$ cat src/rtl/mac16_dot_seq_pkg.sv
// Shared types and limits for the MAC16 dot-product sequencer.
package mac16_dot_seq_pkg;

    localparam int MAC_LAT_MAX = 3;

    typedef enum logic [2:0] {
        IDLE,
        CLR,
        ACC,
        DRAIN,
        RES
    } state_t;

    typedef enum logic [1:0] {
        NONE,
        LOAD,
        BEAT
    } tok_t;

    function automatic bit mac_lat_ok(input int lat);
        return (lat >= 0) && (lat <= MAC_LAT_MAX);
    endfunction

endpackage

$ cat src/rtl/mac16_tok_pipe.sv
// Token shift register that lines LOAD/BEAT markers up with the operands
// reaching the tile's accumulator input; the last stage drives OLOAD/OHOLD.
module mac16_tok_pipe
    import mac16_dot_seq_pkg::*;
#(
    parameter int DEPTH = 1
) (
    input  logic       clk,
    input  logic       rst,
    input  logic [1:0] tok_in,
    output logic       mac_oload,
    output logic       mac_ohold
);

    tok_t stage [DEPTH];

    // NOTE: every stage is reset, because a stale token would load or advance the accumulator.
    // NOTE: non-blocking assignments make the shift independent of statement order.
    always_ff @(posedge clk or posedge rst) begin
        if (rst) begin
            for (int i = 0; i < DEPTH; i++) begin
                stage[i] <= NONE;
            end
        end else begin
            stage[0] <= tok_t'(tok_in);
            for (int i = 1; i < DEPTH; i++) begin
                stage[i] <= stage[i-1];
            end
        end
    end

    assign mac_oload = (stage[DEPTH-1] == LOAD);
    assign mac_ohold = (stage[DEPTH-1] == NONE);

endmodule

$ cat src/rtl/mac16_dot_seq.sv
// Streaming dot-product sequencer feeding one MAC16 tile in 16x16 MAC mode;
// clears the accumulator, streams operand pairs, then captures the tile output.
module mac16_dot_seq
    import mac16_dot_seq_pkg::*;
#(
    parameter int LEN_W   = 12,
    parameter int MAC_LAT = 0
) (
    input  logic             CLK,
    input  logic             RST,
    input  logic             cmd_valid,
    output logic             cmd_ready,
    input  logic [LEN_W-1:0] cmd_len,
    input  logic             s_valid,
    output logic             s_ready,
    input  logic [15:0]      s_a,
    input  logic [15:0]      s_b,
    output logic             r_valid,
    input  logic             r_ready,
    output logic [31:0]      r_data,
    output logic [15:0]      mac_a,
    output logic [15:0]      mac_b,
    output logic             mac_oload,
    output logic             mac_ohold,
    input  logic [31:0]      mac_o
);

    if (!mac_lat_ok(MAC_LAT)) begin : g_bad_mac_lat
        $error("mac16_dot_seq: MAC_LAT must be within 0..%0d", MAC_LAT_MAX);
    end

    // DRAIN spans the token pipe plus the accumulator register: MAC_LAT+2 cycles.
    localparam logic [2:0] DRAIN_LAST = 3'(MAC_LAT + 1);

    state_t           state;
    state_t           state_nx;
    tok_t             tok_in;
    logic [LEN_W-1:0] rem;
    logic [2:0]       drain_cnt;
    logic             drain_last;

    assign drain_last = (drain_cnt == DRAIN_LAST);

    always_ff @(posedge CLK or posedge RST) begin
        if (RST) begin
            state <= IDLE;
        end else begin
            state <= state_nx;
        end
    end

    // NOTE: every output of this block gets a default first, so no path can infer a latch.
    always_comb begin
        state_nx  = state;
        tok_in    = NONE;
        cmd_ready = 1'b0;
        s_ready   = 1'b0;
        r_valid   = 1'b0;
        case (state)
            IDLE: begin
                cmd_ready = 1'b1;
                if (cmd_valid) state_nx = CLR;
            end
            CLR: begin
                tok_in   = LOAD;
                state_nx = (rem != '0) ? ACC : DRAIN;
            end
            ACC: begin
                s_ready = 1'b1;
                if (s_valid) begin
                    tok_in = BEAT;
                    if (rem == LEN_W'(1)) state_nx = DRAIN;
                end
            end
            DRAIN: begin
                if (drain_last) state_nx = RES;
            end
            RES: begin
                r_valid = 1'b1;
                if (r_ready) state_nx = IDLE;
            end
            default: state_nx = IDLE;
        endcase
    end

    always_ff @(posedge CLK or posedge RST) begin
        if (RST) begin
            rem       <= '0;
            drain_cnt <= '0;
            mac_a     <= '0;
            mac_b     <= '0;
            r_data    <= '0;
        end else begin
            if (state == IDLE && cmd_valid) begin
                rem <= cmd_len;
            end
            if (state == ACC && s_valid) begin
                mac_a <= s_a;
                mac_b <= s_b;
                rem   <= rem - LEN_W'(1);
            end
            if (state == DRAIN) begin
                drain_cnt <= drain_last ? 3'd0 : drain_cnt + 3'd1;
                if (drain_last) r_data <= mac_o;
            end
        end
    end

    mac16_tok_pipe #(
        .DEPTH (1 + MAC_LAT)
    ) u_tok_pipe (
        .clk       (CLK),
        .rst       (RST),
        .tok_in    (tok_in),
        .mac_oload (mac_oload),
        .mac_ohold (mac_ohold)
    );

endmodule

$ cat config.mk
export PLATFORM = sky130hd
export DESIGN_NAME = mac16_dot_seq
export DESIGN_NICKNAME = d
export VERILOG_FILES = /design/src/rtl/mac16_dot_seq_pkg.sv /design/src/rtl/mac16_tok_pipe.sv /design/src/rtl/mac16_dot_seq.sv
export SDC_FILE = /design/constraint.sdc
export NUM_CORES = 1
export LEC_CHECK = 0
export BUFFER_PORTS_ARGS = -buffer_cell sky130_fd_sc_hd__buf_2
export CAP_MARGIN = 20
export CORE_MARGIN = 10
export CORE_UTILIZATION = 47
export CTS_BUF_LIST = sky130_fd_sc_hd__clkbuf_16
export DETAILED_ROUTE_END_ITERATION = 10
export GPL_TIMING_DRIVEN = 0
export PLACE_DENSITY = 0.77
export SYNTH_ARGS = -nofsm -noshare
export SYNTH_HDL_FRONTEND = slang
export SYNTH_SLANG_ARGS = --single-unit
export TNS_END_PERCENT = 50
$ cat constraint.sdc
create_clock -name CLK -period 2.7 [get_ports CLK]
set_input_delay 0.135 -clock CLK [delete_from_list [all_inputs] [get_ports CLK]]
set_output_delay 0.135 -clock CLK [all_outputs]
set_load 0.1 [all_outputs]
==> results.md <==
- Multiplexer share of the synthesized area: 0.216
- Clock period minus worst slack: between 2 and 2.5 ns
- Fin util: 0.656
- Number of top-level pins: 150
- Status: completed
- MaxCap Viol Count: 0
- WL/cell: ~17 um
- Initial antenna violation count: 0
- Share of cells above drive strength 1: 0.576
- Clk buf depth: 2
- Setup bufs post-CTS: 0
- Synth warn: 0
- Final Hold Fails: 0
- Max Freq: around 430 MHz
- CP required: ~3.0 ns
- Inserted Diodes: 0
- Inst Count DP: 497
- Final net count: a little under 500
- Number of global-route vias before repair: 2,744
- Worst setup EP type: flop
- Non-filler cells, final: between 500 and 600
- HPWL Detailed: between 6000 and 7000 um
- Cell count after synthesis: about 250
- WP data arrival: ~2.6 ns
- Initial Util: 0.479
- Crit-path most repeated cell: clkbuf_1
- Largest net degree at the start of global routing: a little under 70
- CORE AREA: about 0.0072 mm2
- Max FO, Critical Path: 10
- Xor and xnor area share after synthesis: 0.00510
- Root buf cell: clkbuf_16
- Grt ovf: 0
- Post-synthesis adder-cell area fraction: 0.0109
- Cell Area, Synth: roughly 0.0034 mm2
- Simple-Gate Fraction of Synth Area: 0.0820
- Via Count: 2,519
- Clock Latency Late Sink: 0.33 ns
- Post-DR vias/cell: 4.90
- Worst setup SP type: flop
- WL final: about 8600 um
- Slew HR: 0.329
- Final design area excluding fillers: about 0.0047 mm2
- Post-Place Cell Area: around 0.0044 mm2
- RSZ-0062 raised after global routing: false
- Final setup viols: 0
- Synth Register Bits: 84
- Worst-path clk slew: 0.06 ns
- TritonCTS clock tree: done
- Average size of a mapped cell: 13.8 um2
- DR DRC count: 0
- Worst Clk Skew: just over 0.008 ns
- Period utilization: 0.857
- Clock Sinks: 84
- First-pass GRT wire length: between 10,000 and 15,000 um
- Initial DRC Count: between 70 and 80
- Pre-antenna DRT Iters: 4
- CP Cell Sequence: clkbuf_1, nor4b_1, clkbuf_1, a211oi_1, a21oi_1
- Compound-cell area share of the yosys netlist: 0.0557
- Area grow syn2layout: 37.0%
- Routability congestion estimate: approximately 0.77
- Chip Width: 105 um
- I/O Buffers: between 100 and 150
- Critical path class: flop to flop
- TritonCTS Buffers: 9
- Row cnt: 31
- Crit-path max cell delay: approximately 0.91 ns
- Overall Global Routing Usage: 0.152
- Die Y: 105 um
- Slew @ Worst Pin: 0.993 ns
- Slew Viols, Final: 0
- Seq/Total Area, Yosys: 0.612
- Synth Net Count: ~330
- Worst Hold Class: primary input to flop
- Max stage delay cell, worst path: nor4b_1
- # H-tree levels: 3
- Synth unique cells: 34
- Die footprint: about 0.011 mm2
- Largest family of logic cells by synthesized area: multiplexers
- Antenna viol nets, final: 0
## timing repair
action	4_1_cts	5_1_grt
hold buffers	2	0
endpoints found under the hold margin	18	0
resized for setup	0	0
## logic make-up after synthesis
logic type | Yosys count
compound gates | 25
xor+xnor | 2
fa+ha+maj | 3
buf+inv | 16
flops | 84
mux | 66
simple gates | 52
## metrics by stage
stage | setup slack, ns | hold WS, ns | setup TNS, ns
detailed placement | 0.354 | 0.107 | 0
global route | 0.187 | 0.0333 | 0
CTS | 0.350 | 0.0217 | 0
finish | 0.387 | 0.0184 | 0
floorplan | 0.400 | 0.243 | 0
global placement | -0.556 | 0.331 | -46.36
## critical path, delay by kind of cell, from the launching register on
kind	cells	cell delay, ns
simple gates	1	0.91
buf+inv	2	0.68
flops	1	0.35
compound gates	2	0.29
## sequential cells by signal (all words and copies together), names as in the netlist
register / flops
u_tok_pipe.stage: 2
drain_cnt: 3
mac_b: 16
r_data: 32
rem: 12
mac_a: 16
state: 3
## path summary, 6_finish.rpt
check / from / endpoint / slack, ns / cells after the start
setup / recovery: state[1] / rem[1] / 0.39 / 5
hold / removal: cmd_len[11] / rem[11] / 0.02 / 3
setup reg to reg: state[1] / rem[1] / 0.39 / 5
hold reg to reg: rem[10] / rem[10] / 0.48 / 1
max in group asynchronous: RST / mac_a[15] / 1.78 / 4
min in group asynchronous: RST / r_data[29] / 0.30 / 3
## layout by cell type (no fill, tap or decap), drive strengths merged
| cell | synthesis | final |
|---|---|---|
| o31ai | 1 | 1 |
| nand3 | 5 | 5 |
| or3 | 3 | 3 |
| nand3b | 2 | 2 |
| inv | 4 | 6 |
| nor3 | 6 | 6 |
| xor2 | 1 | 1 |
| or4 | 2 | 2 |
| o311ai | 4 | 4 |
| clkbuf | 9 | 18 |
| a22oi | 1 | 1 |
| o21ai | 3 | 3 |
| dlygate4sd3 | 0 | 2 |
| clkinv | 0 | 1 |
| nor2b | 4 | 4 |
| o211ai | 7 | 7 |
| a21oi | 1 | 1 |
| ha | 3 | 3 |
| a31oi | 1 | 1 |
| nand4b | 1 | 1 |
| nor4bb | 1 | 1 |
| mux2 | 66 | 66 |
| bufinv | 0 | 3 |
| buf | 3 | 153 |
| o311a | 1 | 1 |
| a211oi | 3 | 3 |
| o221a | 1 | 1 |
| dfrtp | 84 | 84 |
| nor4b | 1 | 1 |
| xnor2 | 1 | 1 |
| nor2 | 11 | 11 |
| o31a | 2 | 2 |
| nand2 | 13 | 13 |
| nor3b | 3 | 3 |
## cell type report
class	instances	area, um2
Tap cell	99	124
Multi-Input combinational cell	148	1290
Timing Repair Buffer	152	793
Buffer	12	46.3
Inverter	4	17.5
Fill cell	592	2470
Sequential cell	84	2100
Clock inverter	6	111
Clock buffer	9	225
## synth_stat cells
library cell / n / share of area
a211oi_1: 3 / 0.0066
a21oi_1: 1 / 0.0015
a22oi_1: 1 / 0.0022
a31oi_1: 1 / 0.0018
buf_1: 2 / 0.0022
buf_2: 1 / 0.0015
clkbuf_1: 9 / 0.0098
dfrtp_1: 84 / 0.61
ha_1: 3 / 0.011
inv_1: 4 / 0.0044
mux2_2: 66 / 0.22
nand2_1: 13 / 0.014
nand3_1: 5 / 0.0073
nand3b_1: 2 / 0.0044
nand4b_1: 1 / 0.0026
nor2_1: 11 / 0.012
nor2b_1: 4 / 0.0073
nor3_1: 6 / 0.0087
nor3b_1: 3 / 0.0066
nor4b_1: 1 / 0.0026
nor4bb_1: 1 / 0.0029
o211ai_1: 7 / 0.015
o21ai_0: 3 / 0.0044
o221a_2: 1 / 0.0033
o311a_1: 1 / 0.0029
o311ai_0: 4 / 0.010
o31a_1: 1 / 0.0026
o31a_2: 1 / 0.0029
o31ai_1: 1 / 0.0022
or3_1: 2 / 0.0036
or3_4: 1 / 0.0033
or4_4: 2 / 0.0066
xnor2_1: 1 / 0.0026
xor2_1: 1 / 0.0026
## per-layer routing
metal / vias up / track usage / share of wire
li1: 1213 / - / -
met1: 1228 / 0.166 / 0.37
met2: 67 / 0.272 / 0.55
met3: 11 / 0.0457 / 0.061
met4: 0 / 0.0569 / 0.014
met5: - / 0 / 0
Power is left out: the tool's default activity adds up to more than one toggle a clock period on the data nets, which glitch-free logic cannot reach.
